--- config.mk ---
export PLATFORM = sky130hd
export DESIGN_NAME = rbs_serial_sub_45bit
export DESIGN_NICKNAME = d
export VERILOG_FILES = /design/src/rtl/rbs_serial_sub_45bit.sv
export SDC_FILE = /design/constraint.sdc
export NUM_CORES = 1
export LEC_CHECK = 0
export ABC_AREA = 1
export CAP_MARGIN = 40
export CORE_MARGIN = 2
export CORE_UTILIZATION = 45
export CTS_BUF_LIST = sky130_fd_sc_hd__clkbuf_8
export CTS_CLUSTER_SIZE = 8
export DETAILED_ROUTE_END_ITERATION = 16
export GPL_ROUTABILITY_DRIVEN = 0
export PLACE_DENSITY = 0.69
export REMOVE_ABC_BUFFERS = 1
export SLEW_MARGIN = 40
export SYNTH_ARGS = -nofsm -noshare
export SYNTH_HDL_FRONTEND = slang
export SYNTH_SLANG_ARGS = --single-unit
export TNS_END_PERCENT = 30
--- constraint.sdc ---
create_clock -name i_clk -period 7 [get_ports i_clk]
set_input_delay 0.7 -clock i_clk [delete_from_list [all_inputs] [get_ports i_clk]]
set_output_delay 0.7 -clock i_clk [all_outputs]
set_load 0.02 [all_outputs]
--- src/rtl/rbs_serial_sub_45bit.sv ---
// rtl/rbs_serial_sub_45bit.sv - multi-cycle ripple-borrow subtractor, CHUNK bits per clock, valid/ready wrapped
module rbs_serial_sub_45bit #(
    parameter int WIDTH = 45,
    parameter int CHUNK = 9
) (
    input  logic             i_clk,
    input  logic             i_rst_n,
    input  logic             i_valid,
    output logic             o_ready,
    input  logic [WIDTH-1:0] i_minuend,
    input  logic [WIDTH-1:0] i_subtrahend,
    output logic             o_valid,
    input  logic             i_ready,
    output logic [WIDTH:0]   o_result
);

    localparam int NCHUNK = (CHUNK < 1) ? 1 : (WIDTH + CHUNK - 1) / CHUNK;
    localparam int PW     = NCHUNK * CHUNK;
    localparam int KW     = (NCHUNK > 1) ? $clog2(NCHUNK) : 1;

    if (CHUNK < 1 || CHUNK > WIDTH) begin : g_bad_chunk
        $error("rbs_serial_sub_45bit: CHUNK must satisfy 1 <= CHUNK <= WIDTH");
    end

    typedef enum logic [1:0] {IDLE, RUN, DONE} state_t;

    state_t           state, state_next;
    logic             ready_q;
    logic [PW-1:0]    a_q, b_q;
    logic [WIDTH-1:0] diff_q, diff_next;
    logic             borrow_q, chunk_bout;
    logic [KW-1:0]    k;
    logic [WIDTH:0]   result_q;
    logic             last_chunk;

    assign last_chunk = (int'(k) == NCHUNK - 1);
    assign o_ready    = ready_q;
    assign o_valid    = (state == DONE);
    assign o_result   = result_q;

    always_comb begin
        state_next = state;
        case (state)
            IDLE:    if (i_valid && ready_q) state_next = RUN;
            RUN:     if (last_chunk)         state_next = DONE;
            DONE:    if (i_ready)            state_next = IDLE;
            default: state_next = IDLE;
        endcase
    end

    // ready is registered so it stays low for the whole reset and the release edge
    always_ff @(posedge i_clk) begin
        if (!i_rst_n) begin
            state   <= IDLE;
            ready_q <= 1'b0;
        end else begin
            state   <= state_next;
            ready_q <= (state_next == IDLE);
        end
    end

    // Operands are zero-padded to PW bits, so padding bits just pass the borrow through
    always_comb begin : chunk_calc
        int            base;
        logic          b;
        logic [CHUNK-1:0] ca, cb, cd;
        logic [PW-1:0] mask, val;
        base = int'(k) * CHUNK;
        ca   = CHUNK'(a_q >> base);
        cb   = CHUNK'(b_q >> base);
        b    = borrow_q;
        cd   = '0;
        for (int j = 0; j < CHUNK; j++) begin
            cd[j] = ca[j] ^ cb[j] ^ b;
            b     = (~ca[j] & cb[j]) | (~(ca[j] ^ cb[j]) & b);
        end
        chunk_bout = b;
        mask       = PW'({CHUNK{1'b1}}) << base;
        val        = PW'(cd) << base;
        diff_next  = WIDTH'((PW'(diff_q) & ~mask) | (val & mask));
    end

    always_ff @(posedge i_clk) begin
        if (!i_rst_n) begin
            a_q      <= '0;
            b_q      <= '0;
            diff_q   <= '0;
            borrow_q <= 1'b0;
            k        <= '0;
            result_q <= '0;
        end else begin
            case (state)
                IDLE: begin
                    if (i_valid && ready_q) begin
                        a_q      <= PW'(i_minuend);
                        b_q      <= PW'(i_subtrahend);
                        borrow_q <= 1'b0;
                        k        <= '0;
                    end
                end
                RUN: begin
                    diff_q   <= diff_next;
                    borrow_q <= chunk_bout;
                    k        <= k + 1'b1;
                    if (last_chunk) result_q <= {chunk_bout, diff_next};
                end
                default: ;
            endcase
        end
    end

endmodule

==> summary.txt, run 1 <==
STA
  – Max Fclk: 0.184 GHz
  – Setup Skew: 0.00907 ns
  – Max Slew Vio Count: 0
  – Hold Violations, Final: 0
  – Setup TNS: 0 ns
  – Slew HR: 48.8%
  – Period utilisation layout: 77.5%
  – Worst-margin pin slew: 0.768 ns
  – Fin crit period: 5.43 ns
  – Final setup fails: 0
  – RSZ-0062 raised after global routing: no

Yosys
  – Predominant post-synthesis flop cell: dfxtp_1
  – Cell variety after synth: 22
  – Largest area contributor in the netlist: dfxtp_1
  – Synth async-reset ratio: 0%
  – Sequential element share of the synthesized area: 43.0%
  – Post-synth top area share: 43.0%
  – Seq cells post-synth: 180
  – Mapped cell area: 8380 µm²
  – Post-synth EDFFs: 0
  – Most frequent cell after synthesis: nor2_1
  – Top cells by area, synth: dfxtp_1, nor2_1, nand2_1, nand3_1, o21ai_0
  – Syn Inst Count: 1265
  – Synth warn: 0
  – Syn avg cell area: 6.63 µm²
  – Commonest cells post-synth: nor2_1, nand2_1, dfxtp_1

Pwr
  – PwrDens: 225 nW/µm²
  – Worst-case vdd ir drop: 0.121 mV
  – P_leak: 4.44 nW

Place
  – Post-DP HPWL: 14.0 mm
  – Placed Cells: 1567
  – PortBufs: 141

Worst setup path
  – FF-to-FF End: o_result[17]
  – Critical path arrival: 5.84 ns
  – Worst-case reg-to-reg path depth: 20
  – CP Launch Type: flip-flop
  – CP top delay family: adder cells
  – Reg-to-reg critical path startpoint: k[1]
  – Critical-path cell list: inv_2 -> nand3_1 -> nand3_1 -> nand2_1 -> fa_1 -> inv_1 -> fa_1 -> fa_1 -> fa_1 -> fa_1 -> fa_1 -> fa_1 -> fa_1 -> inv_1 -> fa_1 -> nor2_1 -> nand3_1 -> nand3_1 -> nand2_1 -> inv_1
  – Critical Path End Type: flip-flop
  – Critical Path Fanout Max: 29
  – Type of the worst setup path: flip-flop to flip-flop
  – Largest stage delay, worst path: 0.63 ns
  – Buffers and inverters on the worst path: 4
  – Slowest CP cell: dfxtp_1
  – WP data required: 7.42 ns
  – CP dominant cell by count: fa_1
  – R2R setup slack: 1.57 ns

Run
  – # Max-Cap Violations: 0

Finish
  – Antenna diode count: 0
  – Layout cells sized above 1: 4.39%
  – Nets: 1465
  – Area growth syn-to-layout: 21.9%
  – Layout Cells excl Fill: 1597

Global routing
  – All-Layer GR Usage: 21.6%
  – GRT overflow: 0
  – Largest net degree at the start of global routing: 96
  – First-pass GRT wire length: 34.9 mm
  – Initial antenna violation count: 0
  – Vias in the first global route: 7258

Clocking
  – Reg clk slew, reported paths: 0.09 ns
  – Post-CTS Setup Inserts: 0
  – Sink Count: 180
  – Worst-Skew Late Latency: 0.46 ns
  – TritonCTS clock tree: built
  – Hold_buf cts: 0
  – CTS Buffer Depth: 2
  – Max H-tree Level: 4
  – CTS resizes: 0
  – CTS Buf Count: 17
  – Root buf cell: clkbuf_8

Floorplan
  – Core footprint: 18100 µm²
  – Ports: 142
  – Row cnt: 49
  – Die area: 19700 µm²
  – Die Width: 140 µm
  – Die Y: 140 µm
  – Initial Utilization: 46.2%

Route
  – DR WL/cell: 12.9 µm
  – Routed wire length: 20.6 mm
  – Vias/cell: 4.90
  – First drt pass iteration count: 5
  – DRT antenna net count: 0
  – # DRC: 0
  – DR iter-0 viols: 509
  – Via count: 7821

Min path
  – HP Class: flip-flop to flip-flop
  – Worst Hold End: o_result[2]
  – Hold path cells: 2
  – Worst hold start: o_result[2]

Outcome
  – Status: completed
==> layer usage <==
| layer | share of wire, % | up-vias | global-route usage [%] |
|---|---|---|---|
| li1 | - | 4130 | - |
| met1 | 47 | 3473 | 29.8 |
| met2 | 47 | 196 | 34.8 |
| met3 | 4.8 | 22 | 4.10 |
| met4 | 1.3 | 0 | 5.89 |
| met5 | 0 | - | 0 |
==> logic make-up (layout without fill, tap and decap cells) <==
family	after synthesis	after routing	share of synthesized area [%]
compound gates	134	134	8.00
fa+ha+maj	14	14	2.90
buf+inv	197	300	9.90
flops	180	180	43.0
simple gates	740	740	36.2
==> sequential cells by signal, summed over array words and instances (netlist names) <==
name	cells
o_result	46
a_q	45
b_q	45
diff_q	37
k	3
state	2
borrow_q	1
o_ready	1
==> worst max path at each step <==
| stage | from | slack [ns] | endpoint | cells after the start |
|---|---|---|---|---|
| after floorplan | k[0] | 0.60 | o_result[35] | 22 |
| after detailed placement | k[1] | 1.56 | o_result[17] | 20 |
| final | k[1] | 1.57 | o_result[17] | 20 |
| after CTS | k[1] | 1.54 | o_result[17] | 20 |
| after global routing | k[1] | 1.16 | o_result[17] | 20 |
| after global placement | k[1] | 1.66 | o_result[35] | 20 |
==> tightest hold or removal path, cell delays in order, from the launching register on <==
cell	delay, ns
dfxtp_1	0.32
nand2_1	0.06
a21oi_1	0.05
==> stage by stage <==
| step | instance area (µm²) | hold slack [ns] | utilization (%) | total power, W | setup slack, ns |
|---|---|---|---|---|---|
| 6_report | 10200 | 0.467 | 56.3 | 0.00230 | 1.57 |
| 5_1_grt | 10200 | 0.488 | 56.3 | 0.00243 | 1.16 |
| 4_1_cts | 10200 | 0.472 | 56.3 | 0.00231 | 1.54 |
| 3_5_place_dp | 9830 | 0.459 | 54.2 | 0.00163 | 1.56 |
| 3_3_place_gp | 9770 | 0.455 | 53.8 | 0.00162 | 1.66 |
| 2_1_floorplan | 7990 | 0.447 | - | 0.00145 | 0.598 |
==> layout make-up <==
class / count / area, µm²
Clock inverter: 7 / 72.6
Timing Repair Buffer: 155 / 1560
Fill cell: 1821 / 7930
Inverter: 115 / 432
Clock buffer: 23 / 317
Sequential cell: 180 / 3600
Tap cell: 229 / 287
Multi-Input combinational cell: 888 / 3950
==> cells in the final DEF (no fill, tap or decap) <==
| cell | instances |
|---|---|
| clkdlybuf4s50_1 | 140 |
| o21ai_1 | 8 |
| buf_16 | 2 |
| ha_1 | 5 |
| nor2_2 | 4 |
| buf_6 | 2 |
| o21ai_0 | 103 |
| nor2_4 | 2 |
| bufinv_16 | 1 |
| clkinv_1 | 2 |
| nand2_2 | 3 |
| nand4_1 | 9 |
| nand3_1 | 158 |
| buf_4 | 10 |
| or2_2 | 2 |
| inv_1 | 110 |
| a21oi_1 | 23 |
| clkbuf_8 | 23 |
| nand2_1 | 236 |
| buf_2 | 1 |
| nor2_1 | 325 |
| dfxtp_1 | 179 |
| clkinvlp_4 | 2 |
| inv_2 | 3 |
| clkinv_2 | 2 |
| fa_1 | 9 |
| nor3_1 | 1 |
| dfxtp_2 | 1 |
| clkinv_4 | 2 |
==> power by group <==
group | internal (W) | switching [W] | leakage, nW
clock network | 0.000335 | 0.000360 | 0.196
registers | 0.00109 | 0.0000357 | 1.47
logic | 0.000190 | 0.000290 | 2.77
Note: power is estimated with default switching activity, not from simulation.
==> inputs of run 2 (changes only) <==
==> constraint.sdc (replaced) <==
create_clock -name i_clk -period 5.1 [get_ports i_clk]
set_input_delay 0.51 -clock i_clk [delete_from_list [all_inputs] [get_ports i_clk]]
set_output_delay 0.51 -clock i_clk [all_outputs]
set_load 0.02 [all_outputs]
==> summary.txt, run 2 (synthesized netlist as in run 1, its figures left out) <==
Outcome
  – Status: completed

Worst setup path
  – WP data required: 5.51 ns
  – R2R setup slack: 0.30 ns
  – Critical-path cell list: clkinvlp_4 -> nand2_1 -> nand3_1 -> nand3_1 -> nand2_1 -> inv_1 -> fa_1 -> inv_1 -> fa_1 -> fa_2 -> fa_2 -> fa_2 -> fa_1 -> fa_2 -> fa_1 -> inv_1 -> fa_2 -> nor2_2 -> nand2_1 -> nand2_1 -> nor2_1 -> nor2_1
  – Reg-to-reg critical path startpoint: k[0]
  – Type of the worst setup path: flip-flop to flip-flop
  – CP dominant cell by count: fa_2
  – Slowest CP cell: fa_2
  – Critical path arrival: 5.20 ns
  – CP Launch Type: flip-flop
  – Critical Path Fanout Max: 8
  – CP top delay family: adder cells
  – Critical Path End Type: flip-flop
  – Largest stage delay, worst path: 0.47 ns
  – Buffers and inverters on the worst path: 4
  – Worst-case reg-to-reg path depth: 22
  – FF-to-FF End: o_result[35]

Clocking
  – CTS Buffer Depth: 2
  – Sink Count: 180
  – Root buf cell: clkbuf_8
  – Worst-Skew Late Latency: 0.47 ns
  – Hold_buf cts: 0
  – Reg clk slew, reported paths: 0.09 ns
  – CTS Buf Count: 17
  – Max H-tree Level: 4
  – TritonCTS clock tree: built

Min path
  – Worst Hold End: o_result[8]
  – Hold path cells: 2
  – Worst hold start: o_result[8]
  – HP Class: flip-flop to flip-flop

STA
  – Fin crit period: 4.80 ns
  – Final setup fails: 0
  – Setup Skew: 0.0127 ns
  – Fin Hold WS: 0.472 ns
  – Slew HR: 48.5%
  – Hold Violations, Final: 0
  – PnR worst setup slack: 0.302 ns
  – RSZ-0062 raised after global routing: no
  – Worst-margin pin slew: 0.772 ns
  – Max Fclk: 0.208 GHz
  – Period utilisation layout: 94.1%
  – Max Slew Vio Count: 0

Floorplan
  – Core footprint: 18100 µm²
  – Die Y: 140 µm
  – Die Width: 140 µm
  – Ports: 142
  – Initial Utilization: 46.2%
  – Row cnt: 49
  – Die area: 19700 µm²

Place
  – Post-DP HPWL: 14.2 mm
  – DP Area: 9850 µm²
  – PortBufs: 141
  – Post-placement setup slack: 0.0803 ns

Route
  – # DRC: 0
  – DR iter-0 viols: 456
  – First drt pass iteration count: 4
  – DR WL/cell: 13.0 µm
  – Vias/cell: 4.86
  – Via count: 7830
  – DRT antenna net count: 0
  – Routed wire length: 20.9 mm

Global routing
  – First-pass GRT wire length: 35.2 mm
  – Vias in the first global route: 7297
  – Largest net degree at the start of global routing: 112
  – All-Layer GR Usage: 22.0%
  – Initial antenna violation count: 0
  – GRT overflow: 0

Finish
  – Core Util, Final: 56.6%
  – Layout cells sized above 1: 5.72%
  – Area growth syn-to-layout: 22.5%
  – Finished Cell Area: 10300 µm²
  – Nets: 1476
  – Commonest non-fill, non-tap cells in the layout: nor2_1, nand2_1, dfxtp_1, nand3_1, clkdlybuf4s50_1
  – Max FFs per register: 46
  – Filler cell count: 1812
  – Commonest non-fill, non-tap cell in the layout: nor2_1
  – Antenna diode count: 0

Run
  – # Max-Cap Violations: 0

Pwr
  – P_leak: 4.47 nW
  – PwrDens: 305 nW/µm²
  – Worst-case vdd ir drop: 0.178 mV
## run 2: cell types whose count changed in the layout (fill, tap and decap cells not counted), sizes merged
| cell | before | now |
|---|---|---|
| clkinvlp | 2 | 4 |
| clkinv | 6 | 9 |
| clkbuf | 23 | 18 |
| buf | 15 | 26 |
| inv | 113 | 115 |
## run 2: tightest hold or removal path, delay by kind of cell, from the launching register on
kind,cells,cell delay [ns]
flops,1,0.32
simple gates,1,0.06
compound gates,1,0.05
## run 2: area by class of cell
| type | count | area [µm²] | share of cell area (%) |
|---|---|---|---|
| clock buffer | 18 | 248 | 2.41 |
| tap | 229 | 287 | 2.79 |
| multi-input combinational | 888 | 3970 | 38.6 |
| timing repair buffer | 166 | 1610 | 15.7 |
| clock inverter | 14 | 115 | 1.12 |
| sequential | 180 | 3610 | 35.1 |
| inverter | 115 | 435 | 4.24 |
## run 2: metrics by stage
| step | setup TNS (ns) | std cells | power [W] |
|---|---|---|---|
| floorplan | -26.04 | 1183 | 0.00198 |
| global placement | 0 | 1574 | 0.00223 |
| detailed placement | 0 | 1575 | 0.00225 |
| CTS | 0 | 1607 | 0.00314 |
| global route | 0 | 1610 | 0.00332 |
| finish | 0 | 1610 | 0.00314 |
## run 2: what timing repair did
item,4_1_cts,5_1_grt
endpoints found under the hold margin,0,0
gates resized for setup,0,8
setup buffers,0,3
endpoints found under the setup margin,0,8
## run 2: worst max path at each step
stage,cells past startpoint,from,to
floorplan,22,k[0],o_result[35]
global placement,18,k[1],o_result[35]
detailed placement,22,k[0],diff_q[17]
CTS,22,k[0],diff_q[17]
global route,22,k[0],o_result[35]
finish,22,k[0],o_result[35]
## run 2: routing by layer
metal	GRT usage [%]	vias to the layer above	routed length [µm]
met2	36.3	191	9740
met1	29.6	3462	9910
met4	6.53	0	282
met3	3.76	26	999
li1	-	4151	-
met5	0	-	0
## run 2: where the power goes
group	total [W]	internal [W]	switching, W
clock network	0.000912	0.000395	0.000518
logic	0.000680	0.000277	0.000403
registers	0.00154	0.00149	0.0000495
total	0.00314	0.00217	0.000970
